===== src/rtl/aig_seq_pkg.sv =====
// Shared types and step functions for the AIG vector sequencer.
// Step functions work on 32-bit containers masked to the requested width.
package aig_seq_pkg;

  typedef enum logic [2:0] {
    ST_IDLE,
    ST_APPLY,
    ST_WAIT,
    ST_CAPTURE,
    ST_DONE
  } seq_state_t;

  localparam logic [15:0] DEFAULT_MISR_POLY = 16'h8016;
  localparam logic [6:0]  DEFAULT_LFSR_TAPS = 7'h60;
  localparam logic [6:0]  DEFAULT_LFSR_SEED = 7'h01;

  function automatic logic [31:0] width_mask(input int unsigned w);
    logic [63:0] mask;
    mask = (64'd1 << w) - 64'd1;
    return mask[31:0];
  endfunction

  // Shift left, fold the polynomial back in when the MSB leaves, then absorb the response.
  function automatic logic [31:0] misr_step(input logic [31:0] m, input logic [31:0] d,
                                            input logic [31:0] poly, input int unsigned w);
    logic msb;
    msb = |(m & (32'd1 << (w - 1)));
    return ((m << 1) ^ (msb ? poly : 32'd0) ^ d) & width_mask(w);
  endfunction

  function automatic logic [31:0] lfsr_step(input logic [31:0] s, input logic [31:0] taps,
                                            input int unsigned n);
    return ((s << 1) | {31'd0, ^(s & taps)}) & width_mask(n);
  endfunction

endpackage


===== src/rtl/aig_misr.sv =====
// Parametric multiple-input signature register with synchronous clear and enable.
// Clear has priority over enable so a new run always starts from zero.
module aig_misr
  import aig_seq_pkg::*;
#(
  parameter int unsigned      W    = 16,
  parameter int unsigned      D_W  = 2,
  parameter logic [W-1:0]     POLY = W'(DEFAULT_MISR_POLY)
) (
  input  logic           clk,
  input  logic           rst,
  input  logic           clear_i,
  input  logic           enable_i,
  input  logic [D_W-1:0] data_i,
  output logic [W-1:0]   sig_o
);

  logic [W-1:0] sig_q;
  logic [W-1:0] step_val;

  always_comb begin
    step_val = W'(misr_step(32'(sig_q), 32'(data_i), 32'(POLY), W));
  end

  always_ff @(posedge clk or posedge rst) begin
    if (rst) begin
      sig_q <= '0;
    end else if (clear_i) begin
      sig_q <= '0;
    end else if (enable_i) begin
      sig_q <= step_val;
    end
  end

  assign sig_o = sig_q;

endmodule


===== src/rtl/aig_vector_sequencer.sv =====
// Drives vectors into a combinational cone, samples its response after a settle window
// and compacts every sample into a MISR signature reported once per run.
module aig_vector_sequencer
  import aig_seq_pkg::*;
#(
  parameter int unsigned         N_IN      = 7,
  parameter int unsigned         N_OUT     = 2,
  parameter int unsigned         SETTLE    = 0,
  parameter int unsigned         MISR_W    = 16,
  parameter logic [MISR_W-1:0]   MISR_POLY = MISR_W'(DEFAULT_MISR_POLY),
  parameter logic [N_IN-1:0]     LFSR_TAPS = N_IN'(DEFAULT_LFSR_TAPS),
  parameter logic [N_IN-1:0]     LFSR_SEED = N_IN'(DEFAULT_LFSR_SEED)
) (
  input  logic              clk,
  input  logic              rst,
  input  logic              start_i,
  input  logic              mode_i,
  input  logic [15:0]       num_vec_i,
  output logic [N_IN-1:0]   x_o,
  input  logic [N_OUT-1:0]  f_i,
  output logic              busy_o,
  output logic              done_o,
  output logic              sig_valid_o,
  output logic [MISR_W-1:0] signature_o,
  output logic [15:0]       vec_idx_o
);

  // An all-zero LFSR would lock up, so a zero seed is replaced by 1.
  localparam logic [N_IN-1:0] SEED_EFF   = (LFSR_SEED == '0) ? N_IN'(1) : LFSR_SEED;
  localparam logic [7:0]      SETTLE_CNT = 8'(SETTLE);

  seq_state_t        state_q, state_d;
  logic              mode_q;
  logic [15:0]       num_q;
  logic [N_IN-1:0]   gen_q, gen_next;
  logic [15:0]       idx_q;
  logic [7:0]        wait_cnt_q;
  logic              run_start;
  logic              misr_en;
  logic [MISR_W-1:0] misr_sig;

  always_comb begin
    gen_next = gen_q + N_IN'(1);
    if (mode_q) begin
      gen_next = N_IN'(lfsr_step(32'(gen_q), 32'(LFSR_TAPS), N_IN));
    end
  end

  always_ff @(posedge clk or posedge rst) begin
    if (rst) begin
      state_q <= ST_IDLE;
    end else begin
      state_q <= state_d;
    end
  end

  always_comb begin
    state_d   = state_q;
    run_start = 1'b0;
    misr_en   = 1'b0;
    busy_o    = 1'b0;
    done_o    = 1'b0;
    case (state_q)
      ST_IDLE: begin
        if (start_i) begin
          run_start = 1'b1;
          state_d   = (num_vec_i == 16'd0) ? ST_DONE : ST_APPLY;
        end
      end
      ST_APPLY: begin
        busy_o  = 1'b1;
        state_d = (SETTLE != 0) ? ST_WAIT : ST_CAPTURE;
      end
      ST_WAIT: begin
        busy_o = 1'b1;
        if (wait_cnt_q <= 8'd1) begin
          state_d = ST_CAPTURE;
        end
      end
      ST_CAPTURE: begin
        busy_o  = 1'b1;
        misr_en = 1'b1;
        state_d = (idx_q + 16'd1 == num_q) ? ST_DONE : ST_APPLY;
      end
      ST_DONE: begin
        done_o  = 1'b1;
        state_d = ST_IDLE;
      end
      default: state_d = ST_IDLE;
    endcase
  end

  // Datapath registers follow the current state; start is only honoured through run_start.
  always_ff @(posedge clk or posedge rst) begin
    if (rst) begin
      mode_q      <= 1'b0;
      num_q       <= '0;
      gen_q       <= '0;
      idx_q       <= '0;
      wait_cnt_q  <= '0;
      x_o         <= '0;
      signature_o <= '0;
      sig_valid_o <= 1'b0;
    end else begin
      case (state_q)
        ST_IDLE: begin
          if (run_start) begin
            mode_q      <= mode_i;
            num_q       <= num_vec_i;
            gen_q       <= mode_i ? SEED_EFF : '0;
            idx_q       <= '0;
            sig_valid_o <= 1'b0;
          end
        end
        ST_APPLY: begin
          x_o        <= gen_q;
          wait_cnt_q <= SETTLE_CNT;
        end
        ST_WAIT: begin
          wait_cnt_q <= wait_cnt_q - 8'd1;
        end
        ST_CAPTURE: begin
          gen_q <= gen_next;
          idx_q <= idx_q + 16'd1;
        end
        ST_DONE: begin
          signature_o <= misr_sig;
          sig_valid_o <= 1'b1;
        end
        default: ;
      endcase
    end
  end

  assign vec_idx_o = idx_q;

  aig_misr #(
    .W    (MISR_W),
    .D_W  (N_OUT),
    .POLY (MISR_POLY)
  ) u_misr (
    .clk      (clk),
    .rst      (rst),
    .clear_i  (run_start),
    .enable_i (misr_en),
    .data_i   (f_i),
    .sig_o    (misr_sig)
  );

endmodule


===== config.mk =====
export PLATFORM = sky130hd
export DESIGN_NAME = aig_vector_sequencer
export DESIGN_NICKNAME = d
export VERILOG_FILES = /design/src/rtl/aig_seq_pkg.sv /design/src/rtl/aig_misr.sv /design/src/rtl/aig_vector_sequencer.sv
export SDC_FILE = /design/constraint.sdc
export NUM_CORES = 1
export LEC_CHECK = 0
export ABC_AREA = 1
export BUFFER_PORTS_ARGS = -buffer_cell sky130_fd_sc_hd__buf_2
export CORE_MARGIN = 4
export CORE_UTILIZATION = 25
export DETAILED_ROUTE_END_ITERATION = 12
export PLACE_DENSITY = 0.51
export REMOVE_ABC_BUFFERS = 1
export SLEW_MARGIN = 40
export SYNTH_ARGS = -nofsm -noshare
export SYNTH_HDL_FRONTEND = slang
export SYNTH_SLANG_ARGS = --single-unit

===== constraint.sdc =====
create_clock -name clk -period 9.4 [get_ports clk]
set_input_delay 1.88 -clock clk [delete_from_list [all_inputs] [get_ports clk]]
set_output_delay 1.88 -clock clk [all_outputs]
set_load 0.02 [all_outputs]

== After elaboration in Yosys (flattened, before gate mapping) ==
Index checks and enable logic that the tools add are counted.

* Output and inout bits: 42
* Memories: 0
* Register bits: 91
* ROM bits: 0
* Latch bits: 0
* RAM bits: 0
* Input port bits: 22
* Logic and storage cells: 59

* Order comparisons: 1
* Multiplexer cells: 22
* Shift-type cells: 0
* Bitwise operators: 3
* Divide/modulo/power cells: 0
* $mul: 0
* Eq/ne operators: 8
* Reduce and logical (&&, ||, !) cells: 12
* Add/subtract/negate cells: 3

{| class="wikitable"
|+ Operator list
! operator !! number
|-
| $mux W16 || 4
|-
| $pmux W16 S2 || 1
|-
| $reduce_xor A32 Y1 || 1
|-
| $add A16 B1 Y16 const B || 1
|-
| $eq A16 B16 Y1 || 1
|-
| $logic_not A16 Y1 || 1
|-
| $pmux W8 S2 || 1
|-
| $xor A16 B16 Y16 || 1
|-
| $xor A16 B2 Y16 || 1
|-
| $mux W7 || 2
|-
| $pmux W7 S2 || 1
|-
| $mux W3 || 4
|-
| $pmux W3 S4 || 1
|-
| $le A8 B1 Y1 const B || 1
|-
| $reduce_and A2 Y1 || 4
|-
| $reduce_bool A2 Y1 || 4
|-
| $sub A8 B1 Y8 const B || 1
|-
| $add A7 B1 Y7 const B || 1
|-
| $mux W1 || 7
|-
| $or A7 B1 Y7 || 1
|-
| $eq A3 B2 Y1 const B || 2
|-
| $ne A2 B2 Y1 const B || 3
|-
| $eq A3 B1 Y1 const B || 1
|-
| $eq A3 B3 Y1 const B || 1
|-
| other kinds (3) || 3
|}

== Longest topological paths before layout ==
Gate-level depths: netlist of the first run.

* Word-level depth: 5
* Mapped depth: 14
* Gate-level depth less buffers: 14

== Hierarchy ==
Synthesis of the first run repeated with hierarchy kept, for this count alone.

* Cell total of the unflattened synthesis: 604
* Area, all modules: 4,678.2 um^2

{| class="wikitable"
|+ Modules (own cells, without submodules)
! module !! seq. area each (um^2) !! times used !! area an instance (um^2) !! cells an instance
|-
| aig_vector_sequencer || 1,876.8 || 1 || 3,975.1 || 531
|-
| aig_misr || 400.4 || 1 || 703.2 || 73
|}

== Least setup slack after synthesis of the first run ==
Ideal clock, no wire load.

* Kind: reg-to-output
* From: register state_q[1]
* To: output done_o
* Slack: 6,628 ps
* Path buffers: 0
* Required time: 7,520 ps
* Arrival: 892 ps
* Cell stages (with the launch flop): 4
* Path through: dfrtp_1 nor2_1 inv_1 nor2_1

* Cells in the longest elaborated chain, start to end: 2

{| class="wikitable"
|+ RTL lines
! item !! RTL line !! text
|-
| start, declared || aig_vector_sequencer.sv:32 || <nowiki>seq_state_t state_q, state_d;</nowiki>
|-
| start signal, assigned || aig_vector_sequencer.sv:53 || <nowiki>state_q <= state_d;</nowiki>
|-
| $eq A3 B3 Y1 || aig_vector_sequencer.sv:63 || <nowiki>case (state_q)</nowiki>
|-
| $mux W1 || aig_vector_sequencer.sv:63 ||
|-
| end, declared || aig_vector_sequencer.sv:22 || <nowiki>output logic done_o,</nowiki>
|}

No other way between the ends.

== Final worst setup path of the first run ==
Ends and elaborated chain as after synthesis.

==> results of run 1 <==
==> stage by stage <==
| stage | power [mW] | util (%) | worst slack (ns) | instances | area [um2] |
|---|---|---|---|---|---|
| 2_1_floorplan | 1.05 | - | 5.16 | 523 | 4320 |
| 3_3_place_gp | 1.23 | 28.7 | 5.96 | 814 | 4940 |
| 3_5_place_dp | 1.25 | 28.7 | 5.94 | 814 | 4940 |
| 4_1_cts | 1.67 | 30.6 | 6.13 | 828 | 5270 |
| 5_1_grt | 1.79 | 30.6 | 5.98 | 828 | 5270 |
| 6_report | 1.64 | 30.6 | 6.10 | 828 | 5270 |
==> synth_stat cells <==
| library cell | count |
|---|---|
| a21oi_1 | 10 |
| a22oi_1 | 1 |
| a31oi_1 | 2 |
| buf_1 | 2 |
| buf_2 | 5 |
| clkbuf_1 | 11 |
| dfrtp_1 | 91 |
| ha_1 | 4 |
| inv_1 | 82 |
| inv_2 | 1 |
| mux2i_1 | 1 |
| nand2_1 | 134 |
| nand2_2 | 1 |
| nand3_1 | 26 |
| nand3b_1 | 5 |
| nand4_1 | 14 |
| nor2_1 | 27 |
| nor2_2 | 4 |
| nor2_4 | 3 |
| nor3_1 | 3 |
| nor4_1 | 2 |
| o211ai_1 | 2 |
| o21ai_0 | 64 |
| o21ai_1 | 2 |
| o221ai_1 | 1 |
| o22ai_1 | 30 |
| o31ai_1 | 1 |
| or2_2 | 3 |
| xnor2_1 | 4 |
| xor2_1 | 5 |
==> registers in the layout, indices dropped and copies added, names as in the netlist, 3 cells and up <==
signal	flops
state_q	3
gen_q	7
signature_o	16
wait_cnt_q	8
vec_idx_o	16
x_o	7
num_q	16
u_misr.sig_o	16
==> worst max path at each step <==
| stage | start | endpoint |
|---|---|---|
| 6_report | state_q[1] | done_o |
| 5_1_grt | state_q[0] | done_o |
| 4_1_cts | state_q[0] | done_o |
| 3_5_place_dp | start_i | vec_idx_o[9] |
| 3_3_place_gp | start_i | vec_idx_o[9] |
| 2_1_floorplan | rst | gen_q[0] |
==> kinds of logic after synthesis <==
family	after synthesis
AND/OR/NAND/NOR	222
AO/OA/AOI/OAI	113
buffers and inverters	101
flip-flops	91
XOR/XNOR	9
adder cells (fa/ha/maj)	4
multiplexers	1
==> cell type report <==
type	count	area, um2
Fill cell	1847	12000
Inverter	83	314
Multi-Input combinational cell	349	1730
Tap cell	225	282
Clock inverter	5	104
Timing Repair Buffer	66	338
Sequential cell	91	2280
Clock buffer	9	225
==> where the power goes <==
group          internal, mW  total, mW  switching (mW)
clock network         0.257      0.407           0.150
logic                 0.206      0.608           0.401
registers             0.519      0.630           0.112
total                 0.982       1.64           0.663
==> per-layer routing <==
metal,GRT usage (%),up-vias
li1,-,1882
met1,16.0,1815
met2,18.2,78
met3,3.00,2
met4,3.57,0
met5,0,-
==> reports/results.txt, run 1 <==
Counting I/O delays and the setup requirement, the final critical path takes 3.30 ns. On the final layout, the worst hold slack is 0.455 ns. The vertical die dimension is 141 um, and the buffer depth of the longest clock path is 2.

The mean post-synth cell area is 8.12 um2. The tools report the total negative slack for setup checks as 0 ns. The distinct cell type count of the synthesized netlist is 30, and the die extent in x is 141 um. The first routing iteration left 174 violations. The initial utilization of the core area, before any placement, comes to 25.5%. The parity-gate share of the synthesized area counting xor and xnor cells was 1.79%. Setup repair after global routing left no endpoint under its margin. The summed instance area of the synthesized netlist is 0.00439 mm2.

The run gives 0 as the number of hold-repair buffers added at the cts stage. The area inside the core boundary was 0.0172 mm2. The library cells used most frequently in the layout, excluding fill and tap cells, are nand2_1 (134), dfrtp_1 (91), inv_1 (79), o21ai_0 (64), buf_2 (63). The total track usage is 11.7%, and the slew at the pin closest to its max-slew limit is 0.665 ns. The number of clock buffers inserted by TritonCTS is 9. For this run, the register share of the synthesized area comes to 51.9%. The final antenna diode count is 0. Post-DP HPWL: 8.06 mm.

The top routing layer in use was met4. The tools report the relative slew slack as 55.7%. The run finished with clean final reports.

By area the synthesized netlist is led by dfrtp_1 (52%), nand2_1 (11%), o21ai_0 (7.3%), inv_1 (7.0%), o22ai_1 (4.3%). Between clock sinks in the finished design, the worst skew comes to 0.00642 ns. The first TritonRoute pass finished after 4 iterations. In this run the core area contains 48 standard-cell rows. TritonCTS built the clock tree.

Count of max-cap constraint violations: 0. The synthesized-area fraction occupied by and/or/nand/nor cells was 22.1%. Data on the critical path is required at its endpoint by 7.52 ns. The total number of nets in the final design was 626; the fraction of final layout cells sized beyond drive strength 1 was 15.8%. The critical path start-end classification is flop to output port. The synthesized-area fraction occupied by ao, oa, aoi and oai cells was 14.1%; the layout-stage area growth over the synthesis result was 20.0%. For the initial antenna violation count, the log shows 0.

The final routed wire length divided by cell count came out at 13.5 um. Post-CTS clock slew at the launch and capture registers of the worst setup and hold paths: 0.06 ns. The number of global-route vias before repair was 3712; the die outline area was 0.0198 mm2.

The CTS root buffer is clkbuf_16. The adder-cell area share of the yosys netlist works out to 1.14%. Summed over all layers, the routed wires come to 11.2 mm.

Kind of start point of the critical path: a flop. The Yosys step of the flow raised 0 warnings. After detailed routing, the number of vias per cell comes to 4.56.

VDD sags by at most 119 uV. The number of buffers and inverters on the critical path is 2. The tree built by TritonCTS fans out to 91 sinks. The multiplexer area fraction after synthesis was 0.228%; the hold violation total from the final report was 0. The number of setup violations in the final report is 0. For the number of gates resized after CTS, the log shows 0. The number of nets still failing antenna checks after routing came out at 0. The tightest min-delay check is of the flop to flop type. The final number of max-transition violations is 0.

Critical-path cell with the highest stage delay: dfrtp_1. Cell accounting for the most synthesized area: dfrtp_1. The run gives 5.12 mm as the routed length on met2. Among the stages of the critical path, the cell type that occurs most often is nor2_1.

For the worst-skew pair, the clock arrives at the later sink with an insertion delay of 0.34 ns. Largest family of logic cells by synthesized area: simple AND/OR/NAND/NOR gates. For the worst setup path, the data arrival time is 1.42 ns. The number of cells on the critical path is 4. Leaving out fill and tap cells, the most frequent cell in the layout is nand2_1. The critical path goes through nor2_1, inv_1, nor2_1, buf_2. After detailed routing, the number of remaining DRC violations is 0. The post-route fraction of the period consumed by the critical path works out to 35.1%. The tools report the hold path startpoint as u_misr.sig_o[14]. The category of the worst setup path capture point was an output port. The leakage power was 2.58 nW. The worst reg2reg path endpoint is vec_idx_o[9].

Worst stage delay on the critical path: 0.39 ns. Endpoint with the worst hold slack: u_misr.sig_o[15]. The total overflow left after global routing is 0. Setup slack on the worst reg-to-reg path comes out at 6.80 ns. The amount of wire on met3 after detailed routing was 538 um.

The top cell family by delay on the critical path is flip-flops. Input and output buffers added on the ports amount to 63. 64 I/O pins were placed. The first-pass GRT wire length came out at 18.9 mm. Buffers added to address setup during post-CTS repair amount to 0. The number of cell instances on the worst register-to-register path came out at 7.

Across all layers, the routed design uses 3777 vias. The H-tree generated during clock tree synthesis spans 3 levels. At the end of routability-driven placement, the weighted congestion stood at 0.825. Entering global routing, the biggest net connects 51 pins. Startpoint of the worst register-to-register path: state_q[2]. The top fanout value on the critical path is 4. Timing would allow up to 303 MHz. The number of stages on the worst hold path is 1. The cell count after synthesis is 541, and the area share of the largest cell type after synthesis is 51.9%. After synthesis the netlist holds a flip-flop and latch count of 91. In the final routing, the length of wire on met1 measures 5.46 mm. The power per unit of standard cell area came out at 312 mW/mm2.
(Power assumes the default switching activity.)
==> inputs of run 2 (changes only) <==
--- a/config.mk
+++ b/config.mk
@@ -5,12 +5,12 @@
 export SDC_FILE = /design/constraint.sdc
 export NUM_CORES = 1
 export LEC_CHECK = 0
-export ABC_AREA = 1
+export ABC_AREA = 0
 export BUFFER_PORTS_ARGS = -buffer_cell sky130_fd_sc_hd__buf_2
 export CORE_MARGIN = 4
 export CORE_UTILIZATION = 25
 export DETAILED_ROUTE_END_ITERATION = 12
-export PLACE_DENSITY = 0.51
+export PLACE_DENSITY = 0.53
 export REMOVE_ABC_BUFFERS = 1
 export SLEW_MARGIN = 40
 export SYNTH_ARGS = -nofsm -noshare
==> constraint.sdc (replaced) <==
create_clock -name clk -period 2.8 [get_ports clk]
set_input_delay 0.56 -clock clk [delete_from_list [all_inputs] [get_ports clk]]
set_output_delay 0.56 -clock clk [all_outputs]
set_load 0.02 [all_outputs]
==> reports/results.txt, run 2 <==
The flow ran to the end, and the final reports show no timing, DRC or antenna violations. At the later pin of the worst-skew pair, clock insertion delay measures 0.35 ns. The tools report the number of gates resized after CTS as 0.

The internal power of the cells totals 2.82 mW. After detailed placement, the total cell area comes to 0.00506 mm2. The number of nets still failing antenna checks after routing is 0, and the hold violation total from the final report is 0. The path class of the tightest hold or removal check is input port to asynchronous set/reset pin. The CTS root buffer was clkbuf_16.

The post-synthesis sequential area ratio was 50.3%. The power per unit of standard cell area is 856 mW/mm2, and the final antenna diode count is 0. The net switching power was 1.76 mW; the worst stage delay on the critical path was 0.52 ns.

The number of enable-type register cells in the synthesized netlist is 0, and the post-CTS clock slew at the launch and capture registers of the worst setup and hold paths is 0.07 ns. The peak supply drop came out at 399 uV. The worst setup path is captured at an output port.

TritonCTS built the clock tree. The tools report the number of global-route vias before repair as 3451. The critical-path cell with the highest stage delay was dfrtp_1. Once detailed placement completed, the half-perimeter wirelength came to 7.76 mm.

The run gives 4 as the detailed-routing iteration count for the pre-antenna-repair pass. Global routing used 11.3% of the available tracks. The initial utilization of the core area, before any placement, comes to 25.8%. Among all flip-flop cells after synthesis, the most frequent one is dfrtp_1. By instance count, the leading cell after synthesis is dfrtp_1.

Leaving out filler cells and counting taps, the final layout contains 728. Top fanout value on the critical path: 8. Of the cells placed in the final design, the portion with a size suffix greater than 1 is 27.2%. The tools report the final number of max-transition violations as 0. During I/O placement, the number of pins put on the boundary was 64. The vertical die dimension came out at 143 um. After synthesis, the share of flip-flops with an asynchronous set or reset is 100%. The count of max-cap constraint violations was 0.

At the worst endpoint, the arrival time is 1.69 ns. The final setup skew is 0.00631 ns. Setup repair after global routing left no endpoint under its margin. The die is 143 um wide.

The distinct cell type count of the synthesized netlist came out at 53. For the relative slew slack, the log shows 61.0%. Of the available clock period, the critical path in the final layout requires 80.4%. The tools report the violation count after the first detailed-route iteration as 176. Buffers placed on the I/O ports in this run total 63. The worst setup path is launched from a flop. Static timing analysis puts the maximum clock frequency at 444 MHz.

The total length of routed wires came out at 10.8 mm. Walking the worst path, the cells encountered are nor2_1, and2_1, nor2_1, nand2_1, buf_2. In the layout the commonest cells are dfrtp_1 (91), nand2_1 (72), buf_2 (63), o21ai_0 (42), mux2_2 (33). CTS built an H-tree with a depth of 3. After detailed routing, the number of vias per cell comes to 4.62.

The initial antenna violation count is 0. Summed over all instances, the cell type with the most area after synthesis is dfrtp_1. The analysis attributes to cell leakage a power of 2.48 nW. The run gives 0 as the count of synthesis-stage warnings from yosys. Once the clock tree was built, the setup fixing pass inserted 0 buffers. In this run, post-CTS hold repair placed 0 buffers. The area inside the core boundary was 0.0175 mm2; the sequential cell fraction of total power was 42.4%. A synthesized cell averages 10.2 um2.

The tree built by TritonCTS fans out to 91 sinks. Yosys attributes the largest share of cell area to dfrtp_1 (50%), mux2_2 (8.2%), nand2_1 (6.0%), o21ai_0 (4.6%), xnor2_1 (3.3%). Fill cells in the final layout number 1853. The most common cell after layout, fill and taps aside was dfrtp_1. Counting instances in the post-synthesis netlist gives the leading cell types as dfrtp_1 (91), nand2_1 (72), o21ai_0 (42).

The summed instance area of the synthesized netlist was 0.00453 mm2; the pin count of the biggest net entering global routing was 46. For the final standard cell area without fillers, the log shows 0.00535 mm2. The area growth from synthesis to layout is 18.0%.

The critical path is of the flop to output port type. The die covers 0.0203 mm2. The tools report the first-pass GRT wire length as 18.5 mm. The area share of the largest cell type after synthesis was 50.3%. For the number of clock buffers inserted by TritonCTS, the log shows 9. Per report_power, the combinational group accounts for 32.1% of the total. In the final routed layout, each cell accounts on average for 14.9 um. Counting along the longest clock path gives a buffer depth of 2. Summed over all layers, the global routing overflow is 0.

The most numerous cell type found on the critical path is nor2_1. The final critical-path required period is 2.25 ns, and the number of synthesized register bits is 91. Net switching is 38.5% of the power.

The logs give 0.587 ns for the post-place setup slack and 443 for the cell count after synthesis. After detailed routing, the number of remaining DRC violations is 0. The initialized floorplan defines 48 standard-cell rows. In the post-route analysis, the smallest setup slack over all paths is 0.548 ns. The clock network burns 25.6% of the power. Cell count after placement: 712. For this run, the post-layout net count is 524.

The tools report the number of vias after detailed routing as 3363. The tools report the number of setup violations in the final report as 0. The final RePlAce weighted congestion is 0.841, and the required time at the worst-slack endpoint is 2.24 ns. Setup total negative slack on the finished layout was measured at 0 ns. The slew at the pin closest to its max-slew limit works out to 0.585 ns.
[run 2: kinds of logic (layout without fill, tap and decap cells)]
group                      Yosys count  in the layout  share of synthesized area (%)
AOI/OAI and AO/OA                   88             88                           11.7
xor gates and xnor gates            26             26                           5.03
adders and majority gates            4              4                           1.11
buffers and inverters               33             93                           3.76
DFF                                 91             91                           50.3
muxes                               39             39                           9.53
and+or+nand+nor                    162            162                           18.6
[run 2: layout make-up]
cell class | count | area (um2) | area share [%]
Sequential cell | 91 | 2280 | 42.6
Inverter | 7 | 28.8 | 0.538
Clock buffer | 10 | 239 | 4.47
Clock inverter | 6 | 46.3 | 0.866
Multi-Input combinational cell | 319 | 2090 | 39.2
Tap cell | 225 | 282 | 5.27
Timing Repair Buffer | 70 | 380 | 7.11
[run 2: power by group through the flow]
stage	sequential, mW	clock (mW)	combinational, mW
after floorplan	1.97	0	0.955
after global placement	1.95	0	1.45
after detailed placement	1.97	0	1.48
after CTS	1.94	1.20	1.49
after global routing	2.00	1.26	1.67
final	1.94	1.17	1.47
[run 2: layer usage]
layer | wire [um] | GRT usage, % | up-vias
met1 | 5310 | 16.0 | 1614
met3 | 375 | 2.32 | 15
li1 | - | - | 1664
met2 | 4940 | 17.0 | 70
met5 | 0 | 0 | -
met4 | 213 | 4.45 | 0
[run 2: stage by stage]
stage               power (mW)  util [%]  hold WS, ns
finish                    4.58      30.5        0.272
global route              4.93      30.5        0.334
CTS                       4.63      30.5        0.368
detailed placement        3.45      28.9        0.468
global placement          3.40      28.9        0.461
floorplan                 2.93         -        0.450
[run 2: critical path, delay by kind of cell, from the launching register on]
family | cells | cell delay [ns]
flip-flops | 1 | 0.52
AND/OR/NAND/NOR | 4 | 0.66
buffers and inverters | 1 | 0.17
[run 2: worst paths after layout]
path                              start              end  slack [ns]  cells after the start
min in group clk                 f_i[0]  u_misr.sig_o[0]        0.43                      2
max reg2reg                vec_idx_o[0]       state_q[0]        0.56                      7
max in group asynchronous           rst   signature_o[8]        1.93                      3
min reg2reg                      x_o[5]           x_o[5]        0.47                      2
max                          state_q[2]           busy_o        0.55                      5
min                                 rst    wait_cnt_q[6]        0.27                      2
